==> config.mk <==
export PLATFORM = sky130hd
export DESIGN_NAME = tick_scheduler
export DESIGN_NICKNAME = d
export VERILOG_FILES = /design/src/rtl/tick_scheduler_pkg.sv /design/src/rtl/tick_scheduler_tick_gen.sv /design/src/rtl/tick_scheduler.sv
export SDC_FILE = /design/constraint.sdc
export NUM_CORES = 1
export LEC_CHECK = 0
export ABC_AREA = 1
export CAP_MARGIN = 5
export CORE_UTILIZATION = 45
export DETAILED_ROUTE_END_ITERATION = 10
export GPL_TIMING_DRIVEN = 1
export PLACE_DENSITY = 0.64
export SYNTH_ARGS = -nofsm -noshare
export SYNTH_HDL_FRONTEND = slang
export SYNTH_HIERARCHICAL = 1
export SYNTH_SLANG_ARGS = --single-unit
==> constraint.sdc <==
create_clock -name clk12Mhz -period 1.58 [get_ports clk12Mhz]
set_clock_uncertainty 0.05 [all_clocks]
set_input_delay 0.158 -clock clk12Mhz [delete_from_list [all_inputs] [get_ports clk12Mhz]]
set_output_delay 0.158 -clock clk12Mhz [all_outputs]
set_load 0.02 [all_outputs]
==> src/rtl/tick_scheduler_pkg.sv <==
// tick_scheduler_pkg
// Shared definitions for the tick scheduler: task-id constants, the
// dispatcher state type, default divisors and small task-id helpers.
package tick_scheduler_pkg;

    typedef logic [1:0] task_id_t;

    localparam int NUM_TASKS = 3;

    localparam task_id_t TASK_SND = 2'd0;
    localparam task_id_t TASK_PHY = 2'd1;
    localparam task_id_t TASK_ANI = 2'd2;

    // Divisors for a 12 MHz clock.
    localparam int DEF_PIX_DIV = 6;        // 2 MHz pixel strobe
    localparam int DEF_SND_DIV = 12000;    // 1000 Hz sound task
    localparam int DEF_PHY_DIV = 300000;   // 40 Hz physics task
    localparam int DEF_ANI_DIV = 1200000;  // 10 Hz animation task

    typedef enum logic [1:0] {
        ST_IDLE = 2'd0,
        ST_REQ  = 2'd1,
        ST_GAP  = 2'd2
    } disp_state_t;

    // Fixed priority: sound beats physics beats animation.
    function automatic task_id_t lowest_task(input logic [NUM_TASKS-1:0] pending);
        if (pending[0])
            return TASK_SND;
        else if (pending[1])
            return TASK_PHY;
        else
            return TASK_ANI;
    endfunction

    function automatic logic [NUM_TASKS-1:0] task_onehot(input task_id_t id);
        logic [NUM_TASKS-1:0] mask;
        case (id)
            TASK_SND: mask = 3'b001;
            TASK_PHY: mask = 3'b010;
            TASK_ANI: mask = 3'b100;
            default:  mask = 3'b000;
        endcase
        return mask;
    endfunction

endpackage

==> src/rtl/tick_scheduler_tick_gen.sv <==
// tick_gen
// Free-running modulo-DIV counter producing a one-cycle tick on the
// cycle the counter sits at DIV-1. While en is low the counter holds and
// the tick is suppressed, so counting resumes from where it stopped.
//   clk12Mhz : clock
//   rst      : asynchronous active-high reset
//   en       : count enable
//   tick     : high for one cycle every DIV enabled cycles
module tick_gen #(
    parameter int DIV = 6
) (
    input  logic clk12Mhz,
    input  logic rst,
    input  logic en,
    output logic tick
);

    localparam int              CW   = (DIV > 1) ? $clog2(DIV) : 1;
    localparam logic [CW-1:0]   LAST = CW'(DIV - 1);

    logic [CW-1:0] r_cnt;

    always_ff @(posedge clk12Mhz or posedge rst) begin
        if (rst)
            r_cnt <= '0;
        else if (en)
            r_cnt <= (r_cnt == LAST) ? '0 : r_cnt + CW'(1);
    end

    assign tick = en && (r_cnt == LAST);

endmodule

==> src/rtl/tick_scheduler.sv <==
// tick_scheduler
// Generates a free-running pixel clock-enable and three periodic task
// ticks (sound, physics, animation). Task ticks set pending bits that a
// small dispatcher presents one at a time to a shared update engine with
// a req/ack handshake. Lost ticks are recorded in sticky overrun flags.
//   clk12Mhz : sole clock
//   rst      : asynchronous active-high reset
//   pause    : freezes physics and animation tick generation
//   task_ack : update engine accepts the presented task
//   ovr_clr  : one-cycle pulse clearing the overrun flags
//   pix_en   : one-cycle strobe every PIX_DIV cycles
//   task_req : a task is being presented
//   task_id  : presented task (0 sound, 1 physics, 2 animation)
//   overrun  : sticky per-task lost-tick flags
module tick_scheduler
    import tick_scheduler_pkg::*;
#(
    parameter int PIX_DIV = DEF_PIX_DIV,
    parameter int SND_DIV = DEF_SND_DIV,
    parameter int PHY_DIV = DEF_PHY_DIV,
    parameter int ANI_DIV = DEF_ANI_DIV
) (
    input  logic                 clk12Mhz,
    input  logic                 rst,
    input  logic                 pause,
    input  logic                 task_ack,
    input  logic                 ovr_clr,
    output logic                 pix_en,
    output logic                 task_req,
    output logic [1:0]           task_id,
    output logic [NUM_TASKS-1:0] overrun
);

    localparam int TASK_DIV [NUM_TASKS] = '{SND_DIV, PHY_DIV, ANI_DIV};

    logic                 w_pix_tick;
    logic [NUM_TASKS-1:0] w_task_en;
    logic [NUM_TASKS-1:0] w_task_tick;

    logic                 r_pix_en;
    logic [NUM_TASKS-1:0] r_pending;
    logic [NUM_TASKS-1:0] r_overrun;
    logic                 r_task_req;
    task_id_t             r_task_id;
    disp_state_t          r_state;

    disp_state_t          w_state_next;
    logic                 w_task_req_next;
    task_id_t             w_task_id_next;
    logic [NUM_TASKS-1:0] w_ack_clr;
    logic [NUM_TASKS-1:0] w_ovr_evt;
    logic [NUM_TASKS-1:0] w_pending_next;
    logic [NUM_TASKS-1:0] w_overrun_next;

    // ---------------- tick generation ----------------
    tick_gen #(.DIV(PIX_DIV)) u_pix_tick (
        .clk12Mhz (clk12Mhz),
        .rst      (rst),
        .en       (1'b1),
        .tick     (w_pix_tick)
    );

    // Sound keeps running through pause; physics and animation freeze.
    assign w_task_en = {~pause, ~pause, 1'b1};

    generate
        for (genvar gi = 0; gi < NUM_TASKS; gi++) begin : g_task_tick
            tick_gen #(.DIV(TASK_DIV[gi])) u_tick (
                .clk12Mhz (clk12Mhz),
                .rst      (rst),
                .en       (w_task_en[gi]),
                .tick     (w_task_tick[gi])
            );
        end
    endgenerate

    // ---------------- dispatcher FSM ----------------
    always_ff @(posedge clk12Mhz or posedge rst) begin
        if (rst)
            r_state <= ST_IDLE;
        else
            r_state <= w_state_next;
    end

    always_comb begin
        w_state_next = r_state;
        case (r_state)
            ST_IDLE: if (|r_pending) w_state_next = ST_REQ;
            ST_REQ:  if (task_ack)   w_state_next = ST_GAP;
            ST_GAP:                  w_state_next = ST_IDLE;
            default:                 w_state_next = ST_IDLE;
        endcase
    end

    // Outputs are computed one cycle ahead and registered, so task_req
    // rises the cycle after the IDLE decision and falls after the ack.
    always_comb begin
        w_task_req_next = 1'b0;
        w_task_id_next  = r_task_id;
        w_ack_clr       = '0;
        case (r_state)
            ST_IDLE: begin
                if (|r_pending) begin
                    w_task_req_next = 1'b1;
                    w_task_id_next  = lowest_task(r_pending);
                end
            end
            ST_REQ: begin
                if (task_ack)
                    w_ack_clr = task_onehot(r_task_id);
                else
                    w_task_req_next = 1'b1;
            end
            default: ;
        endcase
    end

    // ---------------- pending / overrun bookkeeping ----------------
    // A tick landing on a bit that is being acked this cycle re-arms it
    // cleanly; only a tick on a still-pending bit counts as lost.
    assign w_ovr_evt      = w_task_tick & r_pending & ~w_ack_clr;
    assign w_pending_next = w_task_tick | (r_pending & ~w_ack_clr);
    // A fresh overrun beats a simultaneous clear.
    assign w_overrun_next = (ovr_clr ? '0 : r_overrun) | w_ovr_evt;

    always_ff @(posedge clk12Mhz or posedge rst) begin
        if (rst) begin
            r_pix_en   <= 1'b0;
            r_pending  <= '0;
            r_overrun  <= '0;
            r_task_req <= 1'b0;
            r_task_id  <= TASK_SND;
        end else begin
            r_pix_en   <= w_pix_tick;
            r_pending  <= w_pending_next;
            r_overrun  <= w_overrun_next;
            r_task_req <= w_task_req_next;
            r_task_id  <= w_task_id_next;
        end
    end

    assign pix_en   = r_pix_en;
    assign task_req = r_task_req;
    assign task_id  = r_task_id;
    assign overrun  = r_overrun;

endmodule
# After elaboration in Yosys (flattened, before gate mapping)
# Index checks and enable logic that the tools add are counted.
# totals
reg_bits	69
# op_classes
n_addsub	4
eq_ne	9
muxes	16
bitwise_logic	7
n_reduce_logical	7
# ops
op	count
$add 21x1->21 const B	1
$eq 21x21->1 const B	1
$mux 21	1
$add 19x1->19 const B	1
$eq 19x19->1 const B	1
$mux 19	1
$add 14x1->14 const B	1
$eq 14x14->1 const B	1
$mux 14	1
$mux 3	4
$and 3x3->3	3
$pmux 3 s3	1
$mux 2	4
$or 3x3->3	2
$eq 2x1->1 const B	2
$logic_not 2->1	2
$ne 2x2->1 const B	2
$pmux 2 s2	1
$reduce_and 2->1	2
$add 3x1->3 const B	1
$eq 3x3->1 const B	1
$not 3->3	1
$reduce_or 3->1	1
$eq 2x2->1 const B	1
4 further kinds	6

# Logic depth before layout (Yosys ltp)
# logic_depth
depth_word	7
mapped_depth	11
depth_no_buf	10

# Modules after synthesis
# Netlist, hierarchy kept.
# by_module_without_submodules
module	instances	cells_per_inst	area_each_um2
tick_gen (g_task_tick[2].u_tick)	1	190	1316.3
tick_gen (g_task_tick[1].u_tick)	1	160	1206.2
tick_gen (g_task_tick[0].u_tick)	1	115	872.1
tick_scheduler	1	64	530.5
tick_gen (u_pix_tick)	1	15	135.1

# Worst setup path before layout
# No wires, ideal clock.
# synth_path
path_kind	reg2reg
start	reg g_task_tick[2].u_tick.r_cnt[0]
end	reg r_overrun[2] (netlist: overrun[2])
arrival_ps	1368
slack_ps	97
path_stages_with_launch	10
path_buffers	1
path_cell_list	dfrtp_1 -> ha_1 -> nand3_1 -> nor2_4 -> nand3_2 -> buf_6 -> inv_1 -> nand2_1 -> o21bai_1 -> nand2_1
# synth_via
elab_chain_len	5
# synth_rtl
element	line_no	rtl
from (decl)	tick_scheduler_tick_gen.sv:21	logic [CW-1:0] r_cnt;
from (signal assigned)	tick_scheduler_tick_gen.sv:27	r_cnt <= (r_cnt == LAST) ? '0 : r_cnt + CW'(1);
$eq 21x21->1	tick_scheduler_tick_gen.sv:30	assign tick = en && (r_cnt == LAST);
$logic_and 1x1->1	tick_scheduler_tick_gen.sv:30	
via w_task_tick[2]	tick_scheduler.sv:38	logic [NUM_TASKS-1:0] w_task_tick;
$and 3x3->3 (2 in a row)	tick_scheduler.sv:121	assign w_ovr_evt = w_task_tick & r_pending & ~w_ack_clr;
$or 3x3->3	tick_scheduler.sv:124	assign w_overrun_next = (ovr_clr ? '0 : r_overrun) | w_ovr_evt;
via w_overrun_next[2]	tick_scheduler.sv:53	logic [NUM_TASKS-1:0] w_overrun_next;
to (signal assigned)	tick_scheduler.sv:136	r_overrun <= w_overrun_next;
to (decl)	tick_scheduler.sv:42	logic [NUM_TASKS-1:0] r_overrun;
# The timed path passes the listed nets, and every way through them passes these cells.
# A chain may end at the register's enable or synchronous reset.

# Worst setup path after layout
# layout_path
start	reg r_task_req (netlist: task_req)
end	out task_req
# layout_lines
element	line_no	rtl
from (decl)	tick_scheduler.sv:43	logic r_task_req;
from (signal assigned)	tick_scheduler.sv:137	r_task_req <= w_task_req_next;
to (decl)	tick_scheduler.sv:29	output logic task_req,
# No word-level cell between the ends.

==> flow_metrics.py <==
metrics = {
    "sta": {
        "min_period_ps": 1520,
        "tns_ps": 0,
        "setup_viol": 0,
        "fin_hold_ws_ps": 102,
        "rsz0062_at_grt": "false",
        "finalCritPeriodShare": 0.959,
        "slew_violations": 0,
        "hold_viol": 0,
        "fmax_mhz": 660,
    },
    "routing": {
        "postRouteAntennaNets": 0,
        "drc": 0,
        "drt_pass1_iterations": 6,
        "viasPerCell": 4.76,
        "num_vias": 3321,
        "wl_per_cell_um": 11.4,
        "drt_iter0_drc": 141,
        "routed_wl_um": 7980,
    },
    "logic_synthesis": {
        "netlist_area_mm2": 0.00406,
        "ys_seq_elements": 69,
        "synthCells": 544,
        "synth_compound_area_frac": 0.0330,
        "synthAdderAreaFrac": 0.0123,
        "yosys.area_share.xor_xnor": 0.0453,
        "avgSynthCellArea_um2": 7.46,
        "muxShareOfSynthArea": 0.00493,
        "yosys_warnings": 6,
        "synth-seq-area-share": 0.425,
        "synthArstFlopShare": 1.00,
        "synth_top_family_by_area": "simple AND/OR/NAND/NOR gates",
        "yosys.cell_types.count": 33,
        "synthFlopType": "dfrtp_1",
        "yosys.area_share.simple": 0.381,
        "synth_edf_count": 0,
    },
    "clock_network": {
        "clk_pin_slew_worst_paths_ps": 80,
        "cts_resized": 2,
        "worstSkewPairLatency_ps": 330,
        "cts-buffers-inserted": 9,
        "clock_path_buffers": 2,
        "hold_buffers": 0,
        "cts_root_buf": "clkbuf_8",
        "h-tree-depth": 3,
        "cts_sinks": 69,
        "post_cts.repair.setup_buffers": 0,
        "tritoncts": "built",
    },
    "placement": {
        "place_hpwl_um": 5880,
        "io_buffers": 11,
        "gp_congestion": 0.885,
    },
    "pwr": {
        "total_leakage_power_nw": 2.47,
        "peakVddDrop_v": 0.000810,
        "power.density_mw_per_mm2": 1340,
    },
    "grt": {
        "grt_pass1_vias": 3244,
        "use_met2": 0.303,
        "grt_start_max_net_pins": 22,
        "track_usage": 0.184,
        "busiest_layer": "met2",
        "antenna_found_initial": 0,
        "grt_pass1_wl_um": 14200,
        "met3_usage": 0.0397,
        "grt_use_met1": 0.242,
        "overflow": 0,
    },
    "critical_path": {
        "r2r_cells": 9,
        "crit_slowest_cell": "clkdlybuf4s50_1",
        "worst_setup_path_start_kind": "flop",
        "critical_path.cell_chain": "clkdlybuf4s50_1",
        "cp.arrival_ps": 1310,
        "path_max_fanout": 1,
        "path_buf_inv": 1,
        "max_stage_delay_ps": 610,
        "worstSetupPathType": "reg2out",
        "r2r_slack_ps": 130,
        "cp_top_family": "buffers and inverters",
        "r2r-start": "g_task_tick[0].u_tick/r_cnt[0]",
        "crit_required_ps": 1370,
        "endpoint_kind": "primary output",
        "r2r-end": "overrun[0]",
    },
    "layout": {
        "area_delta_synth_final_pct": 15.2,
        "drive_above_1_share": 0.146,
        "antenna_cells": 0,
        "final_nets": 595,
    },
    "outcome": {
        "status": "finished clean",
    },
    "floorplan": {
        "io_pins": 12,
        "floorplan.initialDensity": 0.466,
        "die_area_mm2": 0.00941,
        "die_h_um": 97.0,
        "die_w_um": 97.0,
        "rows": 34,
        "core-area_mm2": 0.00872,
    },
    "hold_path": {
        "hold_class": "in2async",
    },
    "run": {
        "drv_cap": 0,
    },
}
==> how the worst max path moves through the flow <==
| stage | start | endpoint | slack (ps) | cells past startpoint |
|---|---|---|---|---|
| after floorplan | g_task_tick[2].u_tick/r_cnt[0] | overrun[2] | 100 | 9 |
| after CTS | overrun[2] | overrun[2] | 30 | 1 |
| after detailed placement | pause | overrun[1] | -40 | 12 |
| final | task_req | task_req | 60 | 1 |
| after global routing | overrun[2] | overrun[2] | 7 | 1 |
| after global placement | pause | overrun[1] | -20 | 12 |
==> layout by cell type, fill, tap and decap left out, types with 3 or more instances in the layout <==
master / synthesis / final
clkbuf_8: 0 / 9
clkdlybuf4s50_1: 0 / 9
nand4_1: 14 / 14
bufinv_16: 0 / 3
o21bai_1: 7 / 7
nand3_2: 6 / 6
conb_1: 1 / 9
nor3_1: 4 / 4
inv_2: 4 / 4
nand2_2: 11 / 11
dfrtp_1: 69 / 69
ha_1: 4 / 3
xnor2_1: 5 / 5
nand3_1: 35 / 35
nor2_4: 12 / 12
nand2_1: 133 / 133
nor2_1: 90 / 90
xor2_1: 16 / 16
inv_1: 88 / 88
a21oi_1: 10 / 10
buf_4: 2 / 14
nor2_2: 15 / 15
==> kinds of logic after synthesis <==
| group | Yosys count |
|---|---|
| mux | 2 |
| simple gates | 327 |
| xor+xnor | 21 |
| fa+ha+maj | 4 |
| other cells | 1 |
| compound gates | 22 |
| flops | 69 |
| buf+inv | 98 |
==> state kept, by name (all words and copies together) (netlist names) <==
name and cells:
task_req 1, overrun 3, g_task_tick.u_tick/r_cnt 54, task_id 2
r_state 2, r_pending 3, pix_en 1, u_pix_tick/r_cnt 3
==> synthesized netlist by cell type, types with 2 or more instances <==
cell	number	area share
o21bai_1	7	0.013
nand2_2	11	0.017
inv_1	88	0.081
o31ai_1	2	0.0037
buf_6	2	0.0055
xnor2_1	5	0.011
nor2_1	90	0.083
dfrtp_1	69	0.43
nand3_2	6	0.015
ha_1	4	0.012
nor2_2	15	0.023
nand4_1	14	0.022
o21ai_0	2	0.0025
nand2_1	133	0.12
nor3_1	4	0.0049
inv_2	4	0.0037
xor2_1	16	0.035
a21oi_1	10	0.012
mux2i_1	2	0.0049
nor2_4	12	0.033
nand3_1	35	0.043
buf_4	2	0.0037
==> routing by layer <==
metal / vias to the layer above / share of wire
met5: - / 0
met4: 0 / 0.011
met1: 1558 / 0.49
met2: 22 / 0.48
li1: 1733 / -
met3: 8 / 0.016
==> stage by stage <==
stage	cells	setup slack, ps	util	instance area, um2	total power [W]
2_1_floorplan	552	97.2	-	4090	0.00404
3_3_place_gp	683	-18.6	0.509	4440	0.00451
3_5_place_dp	683	-39.5	0.509	4440	0.00456
4_1_cts	698	33.0	0.536	4680	0.00630
5_1_grt	698	6.88	0.536	4680	0.00672
6_report	698	64.0	0.536	4680	0.00626
==> area by class of cell <==
class                   instances  area (um2)
clock buffers                   9         124
clock inverters                 6         111
fillers                       810        4040
inverters                      94         357
multi-input cells             385        1970
flip-flops and latches         69        1730
well taps                     108         135
repair buffers                 27         253
==> report_power, final <==
part / total [W] / switching (W) / internal (W)
sequential: 0.00267 / 0.000468 / 0.00220
clock: 0.00173 / 0.000688 / 0.00104
combinational: 0.00186 / 0.00112 / 0.000736
(Power assumes the default switching activity.)
